--- src/rtl/serial_frame_collector.sv ---
// Hunts a serial bit stream for a sync word, deserializes the following word MSB-first,
// checks a trailing even-parity bit and buffers good words in a small FIFO.
module serial_frame_collector #(
    parameter int                DATA_W = 8,
    parameter int                SYNC_W = 8,
    parameter logic [SYNC_W-1:0] SYNC   = 8'hA5,
    parameter int                DEPTH  = 4
) (
    input  logic              clock,
    input  logic              reset_n,
    input  logic              bit_in,
    input  logic              bit_valid,
    output logic [DATA_W-1:0] out_data,
    output logic              out_valid,
    input  logic              out_ready,
    output logic              parity_err,
    output logic              overflow,
    output logic [7:0]        frame_cnt
);

    localparam int PTR_W = $clog2(DEPTH);
    localparam int CNT_W = $clog2(DATA_W + 1);
    localparam logic [CNT_W-1:0] LAST_BIT = CNT_W'(DATA_W - 1);
    localparam logic [PTR_W:0]   FULL_CNT = (PTR_W + 1)'(DEPTH);

    typedef enum logic [1:0] {HUNT, DATA, PARITY} state_t;

    state_t             state, state_next;
    logic [SYNC_W-1:0]  sr, sr_shift;
    logic [DATA_W-1:0]  data_reg;
    logic [CNT_W-1:0]   bit_cnt;
    logic [DATA_W-1:0]  mem [DEPTH];
    logic [PTR_W-1:0]   wr_ptr, rd_ptr;
    logic [PTR_W:0]     count;
    logic               full, pop, push, good, frame_end;

    assign sr_shift  = (sr << 1) | {{(SYNC_W-1){1'b0}}, bit_in};
    assign full      = (count == FULL_CNT);
    assign out_valid = (count != '0);
    assign pop       = out_valid & out_ready;
    assign out_data  = out_valid ? mem[rd_ptr] : '0;

    always_ff @(posedge clock or negedge reset_n) begin
        if (!reset_n)
            state <= HUNT;
        else
            state <= state_next;
    end

    // A pop on the parity edge frees a slot, so a full FIFO can still accept the word.
    always_comb begin
        state_next = state;
        frame_end  = 1'b0;
        good       = 1'b0;
        push       = 1'b0;
        case (state)
            HUNT: begin
                if (bit_valid && sr_shift == SYNC)
                    state_next = DATA;
            end
            DATA: begin
                if (bit_valid && bit_cnt == LAST_BIT)
                    state_next = PARITY;
            end
            PARITY: begin
                if (bit_valid) begin
                    frame_end  = 1'b1;
                    good       = (bit_in == ^data_reg);
                    push       = good && (!full || pop);
                    state_next = HUNT;
                end
            end
            default: state_next = HUNT;
        endcase
    end

    always_ff @(posedge clock or negedge reset_n) begin
        if (!reset_n) begin
            sr         <= '0;
            data_reg   <= '0;
            bit_cnt    <= '0;
            wr_ptr     <= '0;
            rd_ptr     <= '0;
            count      <= '0;
            parity_err <= 1'b0;
            overflow   <= 1'b0;
            frame_cnt  <= '0;
        end else begin
            parity_err <= frame_end && !good;
            overflow   <= frame_end && good && !push;
            if (bit_valid) begin
                case (state)
                    HUNT: begin
                        sr      <= sr_shift;
                        bit_cnt <= '0;
                    end
                    DATA: begin
                        data_reg <= {data_reg[DATA_W-2:0], bit_in};
                        bit_cnt  <= bit_cnt + 1'b1;
                    end
                    // Clearing sr keeps the next sync search from reusing frame bits.
                    PARITY: sr <= '0;
                    default: sr <= '0;
                endcase
            end
            if (push) begin
                wr_ptr    <= wr_ptr + 1'b1;
                frame_cnt <= frame_cnt + 8'd1;
            end
            if (pop)
                rd_ptr <= rd_ptr + 1'b1;
            case ({push, pop})
                2'b10:   count <= count + 1'b1;
                2'b01:   count <= count - 1'b1;
                default: count <= count;
            endcase
        end
    end

    always_ff @(posedge clock) begin
        if (push)
            mem[wr_ptr] <= data_reg;
    end

endmodule

--- config.mk ---
export PLATFORM = sky130hd
export DESIGN_NAME = serial_frame_collector
export DESIGN_NICKNAME = d
export VERILOG_FILES = /design/src/rtl/serial_frame_collector.sv
export SDC_FILE = /design/constraint.sdc
export NUM_CORES = 1
export LEC_CHECK = 0
export CAP_MARGIN = 10
export CORE_MARGIN = 3
export CORE_UTILIZATION = 46
export DETAILED_ROUTE_END_ITERATION = 8
export HOLD_SLACK_MARGIN = 0.08
export PLACE_DENSITY_LB_ADDON = 0.2
export SLEW_MARGIN = 5
export SYNTH_ARGS = -nofsm -noshare
export SYNTH_HDL_FRONTEND = slang
export SYNTH_SLANG_ARGS = --single-unit
--- constraint.sdc ---
create_clock -name clock -period 2.4 [get_ports clock]
set_input_delay 0.6 -clock clock [delete_from_list [all_inputs] [get_ports clock]]
set_output_delay 0.6 -clock clock [all_outputs]
set_load 0.02 [all_outputs]
==> results of run 1 <==
[worst max-delay path: stages (launching register included)]
cell and delay, ns:
dfrtp_1 0.44, clkbuf_16 0.18, mux4_2 0.51, and2_4 0.18, buf_6 0.12
[metrics by stage]
| step | setup slack, ns | cells | instance area [µm²] |
|---|---|---|---|
| 5_1_grt | -0.09444 | 347 | 3830 |
| 2_1_floorplan | -0.04565 | 213 | 3100 |
| 6_report | 0.03837 | 347 | 3830 |
| 3_3_place_gp | -0.4909 | 326 | 3582 |
| 3_5_place_dp | -0.5143 | 326 | 3582 |
| 4_1_cts | -0.002521 | 345 | 3816 |
[layout make-up]
type                       instances  area, µm²
fill                             502       2592
inverter                          15      58.81
sequential                        70       1913
multi-input combinational        121       1122
clock buffer                       9      123.9
tap                               77      96.34
timing repair buffer              48      434.2
clock inverter                     7      81.33
[Yosys cell counts, types with 7 or more instances]
| cell | count |
|---|---|
| and2_1 | 11 |
| dfrtp_1 | 38 |
| edfxtp_1 | 32 |
| ha_1 | 7 |
| inv_1 | 14 |
| mux2_2 | 10 |
| mux4_2 | 8 |
| nand2_1 | 10 |
| nor2_1 | 7 |
| o22ai_1 | 7 |
| xor2_1 | 10 |
[cell families after synthesis]
logic type,after synthesis
compound gates,21
xor+xnor,19
fa+ha+maj,8
buf+inv,22
flops,70
mux,20
simple gates,53
[what timing repair did]
action	in CTS	in global routing
setup endpoints to repair	11	35
setup buffers	3	1
gates cloned	0	1
resized for setup	33	17
pin swaps	6	4
[cell usage in the layout, fill, tap and decap left out, types with 8 or more instances in the layout]
| master | netlist | layout |
|---|---|---|
| dfrtp_1 | 38 | 37 |
| edfxtp_1 | 32 | 32 |
| buf_4 | 0 | 21 |
| inv_1 | 14 | 13 |
| clkdlybuf4s50_1 | 0 | 12 |
| xor2_1 | 10 | 10 |
| mux2_2 | 10 | 10 |
| nand2_1 | 10 | 10 |
| clkbuf_8 | 0 | 9 |
| mux4_2 | 8 | 8 |
| buf_2 | 1 | 8 |
[final timing paths]
kind	endpoint	slack, ns	depth (start not counted)	start
max in group asynchronous	data_reg[6]$_DFFE_PN0P_	1.74	2	reset_n
max	out_data[3]	0.04	4	rd_ptr[0]$_DFFE_PN0P_
min in group clock	frame_cnt[7]$_DFFE_PN0P_	0.48	1	frame_cnt[7]$_DFFE_PN0P_
min reg2reg	frame_cnt[7]$_DFFE_PN0P_	0.48	1	frame_cnt[7]$_DFFE_PN0P_
min	rd_ptr[1]$_DFFE_PN0P_	0.30	2	reset_n
max reg2reg	count[2]$_DFFE_PN0P_	0.05	11	data_reg[5]$_DFFE_PN0P_
[layer usage]
layer	vias to the layer above	GRT usage
met5	-	0
met4	0	0.08368
met3	10	0.03387
met2	24	0.2295
met1	867	0.2107
li1	877	-
[power groups by stage]
stage | Combinational (mW) | Clock [mW] | Sequential (mW)
after detailed placement | 2.01 | 0 | 1.79
final | 2.04 | 0.961 | 1.77
after CTS | 2.01 | 0.988 | 1.77
after global placement | 1.97 | 0 | 1.79
after floorplan | 1.37 | 0 | 1.74
after global routing | 2.24 | 1.03 | 1.81
==> impl_metrics.toml, run 1 <==
[synth]
synth-compound-area-share = 0.04651
yosys.area_share.simple = 0.09833
yosysWarnings = 0
syn-cell-area_mm2 = 0.003067
yosys-top-cells-area = "edfxtp_1 (31%), dfrtp_1 (31%), mux4_2 (5.9%)"
synth_edf_count = 32
synth_ff_type = "dfrtp_1"
netlist.area_leader.share = 0.3133
yosysTopAreaCell = "edfxtp_1"
synth_fp_nets = 226
synth_fa_ha_area_frac = 0.03509
avgSynthCellArea_um2 = 14.40
ys_seq_area_frac = 0.6234
synthXorXnorAreaFrac = 0.06650
synth.area.mux_share = 0.1020
synth_cells = 213
synth-async-reset-ratio = 0.5429
synth_top_family_by_area = "multiplexers"
ys_types = 41
ys_ff_latch = 70

[finish]
drive_above_1_share = 0.3222
fin_util = 0.5963
diodes = 0
syn_to_final_growth_pct = 24.89
nets = 278
largest_reg_flops = 32

[status]
run_status = "finished clean"

[drt]
drc_errors = 0
wl_met2_mm = 2.572
drt-met1-wl_mm = 2.476
top_layer = "met4"
vias_per_cell = 5.124
dr_wl_met3_um = 128
ant_nets = 0
vias = 1778
wirelength_mm = 5.282
dr.pass1.iters = 4
wl_per_cell_um = 15.22
drt-initial-drc-count = 70

[die]
dieArea_mm2 = 0.007683
die_x_um = 87.65
die_h_um = 87.65
pin_count = 24
rows = 29
start_util = 0.4775
core_mm2 = 0.006422

[worst_setup_path]
path_class = "flip-flop to primary output"
cp.arrival_ns = 1.76
crit_required_ns = 1.80
cp-end-kind = "primary output"
path_max_fanout = 4
startpoint_type = "flip-flop"

[clock_tree]
cts_root_buffer = "clkbuf_8"
path_clk_slew_ns = 0.08
cts_max_level = 3
numCtsBuffers = 9
clk_latency_ns = 0.34
cts_sinks = 70
clockBufferDepth = 2
postCtsHoldBufs = 0
cts_tree = "built"

[power_and_ir_drop]
p_leak_nw = 1.618
power.density_mw_per_mm2 = 1247
p_switching_mw = 1.594
clkPwrFrac = 0.201
vdd_drop_max_v = 0.0006732
p_sw_frac = 0.3336
internal-power_mw = 3.184
p_total_mw = 4.777
comb_power_share = 0.428
seq_power_share = 0.371

[place]
gp_congestion = 0.7501
dp_hpwl_mm = 3.503
portBuffers = 23

[sta]
fin_crit_ns = 2.362
finalHoldViolCount = 0
setup_viol = 0
period_share = 0.9840
rsz0062_at_grt = "true"
fmax_mhz = 423.4
clock_skew_ns = 0.01320
hold_ws_ns = 0.2966
max_slew_margin = 0.6701
drv_slew = 0
max_slew.worst_pin.slew_ns = 0.4949
setup_tns_ns = 0

[global_route]
antenna_found_initial = 0
grt_max_degree = 39
gr-total-overflow = 0
grt_first_pass_wirelength_mm = 8.728
grt_util_all_layers = 0.1539
grt_pass1_vias = 1766

[hold_path]
hold_class = "primary input to asynchronous set/reset pin"

[flow_run]
maxCapViolCount = 0
(Power assumes the default switching activity.)
==> inputs of run 2 (changes only) <==
MAX_ROUTING_LAYER = met4   (was unset)
==> run 2 against run 1 <==
Clock power hardly changed. Non-clock buffer count did not move. Setup slack hardly changed. Highest routed layer unchanged. First-iteration DRC count increased by 16%. Power about the same. Flip-flop and latch count unchanged. Critical path type unchanged. Fmax hardly changed. Largest power group unchanged.
==> impl_metrics.toml, run 2 (same netlist as run 1, synthesis figures left out) <==
[clock_tree]
numCtsBuffers = 9
cts_sinks = 70
cts_root_buffer = "clkbuf_8"
clockBufferDepth = 2
cts_max_level = 3
clk_latency_ns = 0.34
path_clk_slew_ns = 0.08
cts_tree = "built"
postCtsHoldBufs = 0

[drt]
dr.pass1.iters = 4
drc_errors = 0
wirelength_mm = 5.291
wl_per_cell_um = 15.25
drt-initial-drc-count = 81
ant_nets = 0
vias = 1772
vias_per_cell = 5.107

[worst_setup_path]
cp-end-kind = "primary output"
slowest_stage = "mux4_2"
startpoint_type = "flip-flop"
slowest_delay_ns = 0.51
crit_required_ns = 1.80
path_class = "flip-flop to primary output"
path_cells = "clkbuf_16 > mux4_2 > and2_4 > buf_6"
rrSetupSlack_ns = 0.05
cp.arrival_ns = 1.76
path_max_fanout = 4

[status]
run_status = "finished clean"

[sta]
setup_viol = 0
drv_slew = 0
hold_ws_ns = 0.2967
fmax_mhz = 423.5
max_slew.worst_pin.slew_ns = 0.4952
period_share = 0.9839
timing.final.ws_setup_ns = 0.03852
rsz0062_at_grt = "true"
clock_skew_ns = 0.01386
setup_tns_ns = 0
max_slew_margin = 0.6699
finalHoldViolCount = 0
fin_crit_ns = 2.361

[finish]
largest_reg_flops = 32
stdcell_area_mm2 = 0.003830
nets = 278
syn_to_final_growth_pct = 24.89
fill_cells = 502
fin_util = 0.5963
drive_above_1_share = 0.3222
mostFrequentLayoutCell = "dfrtp_1"
diodes = 0
final_cell_mix = "dfrtp_1 (37), edfxtp_1 (32), buf_4 (21), inv_1 (13), clkdlybuf4s50_1 (12)"

[place]
portBuffers = 23
dp_hpwl_mm = 3.503
post_dp_cell_area_mm2 = 0.003582
preCtsSetupSlack_ns = -0.5143
gp_congestion = 0.7596

[power_and_ir_drop]
vdd_drop_max_v = 0.0006731
power.density_mw_per_mm2 = 1248
p_leak_nw = 1.618

[die]
dieArea_mm2 = 0.007683
pin_count = 24
die_h_um = 87.65
core_mm2 = 0.006422
die_x_um = 87.65
rows = 29
start_util = 0.4775

[global_route]
gr-total-overflow = 0
grt_util_all_layers = 0.1588
grt_first_pass_wirelength_mm = 8.721
antenna_found_initial = 0
grt_pass1_vias = 1759
grt_max_degree = 39

[hold_path]
hold_class = "primary input to asynchronous set/reset pin"

[flow_run]
maxCapViolCount = 0
run 2: cell counts in the layout (fill, tap and decap cells not counted):
No cell type changed its count.
run 2: power by group:
| group | internal, mW | switching, mW | total (mW) | leakage, nW |
|---|---|---|---|---|
| logic | 1.14 | 0.904 | 2.04 | 0.748 |
| clock network | 0.492 | 0.470 | 0.962 | 0.100 |
| registers | 1.55 | 0.221 | 1.77 | 0.769 |
run 2: per-layer routing:
metal / up-vias / track usage / wire length, µm
met2: 24 / 0.2295 / 2568
met5: - / - / 0
li1: 877 / - / -
met3: 10 / 0.03387 / 124
met1: 861 / 0.2107 / 2499
met4: 0 / 0.08368 / 99
run 2: worst paths after layout:
kind                                       endpoint  cells after the start                startpoint
max in group asynchronous   data_reg[6]$_DFFE_PN0P_                      2                   reset_n
max                                     out_data[3]                      4     rd_ptr[0]$_DFFE_PN0P_
min reg2reg                frame_cnt[7]$_DFFE_PN0P_                      1  frame_cnt[7]$_DFFE_PN0P_
min                           rd_ptr[1]$_DFFE_PN0P_                      2                   reset_n
min in group clock         frame_cnt[7]$_DFFE_PN0P_                      1  frame_cnt[7]$_DFFE_PN0P_
max reg2reg                    count[2]$_DFFE_PN0P_                     11   data_reg[5]$_DFFE_PN0P_
run 2: layout make-up:
type                            count  area [µm²]  share of cell area
Timing Repair Buffer               48       434.2              0.1134
Sequential cell                    70        1913              0.4995
Inverter                           15       58.81             0.01535
Tap cell                           77       96.34             0.02516
Clock buffer                        9       123.9             0.03234
Multi-Input combinational cell    121        1122              0.2930
Clock inverter                      7       81.33             0.02123
run 2: worst max-delay path, delay by kind of cell (launching register included):
family	cells	cell delay, ns
mux	1	0.51
flops	1	0.44
buf+inv	2	0.30
simple gates	1	0.18
run 2: metrics by stage:
step           instances  power [mW]
3_5_place_dp         326       3.800
5_1_grt              347       5.081
4_1_cts              345       4.764
3_3_place_gp         326       3.753
2_1_floorplan        213       3.116
6_report             347       4.779
run 2: repair_timing:
action | 4_1_cts | 5_1_grt
endpoints found under the setup margin | 11 | 35
resized for setup | 33 | 17
buffers inserted | 3 | 1
pin swaps | 6 | 4
cloned | 0 | 1
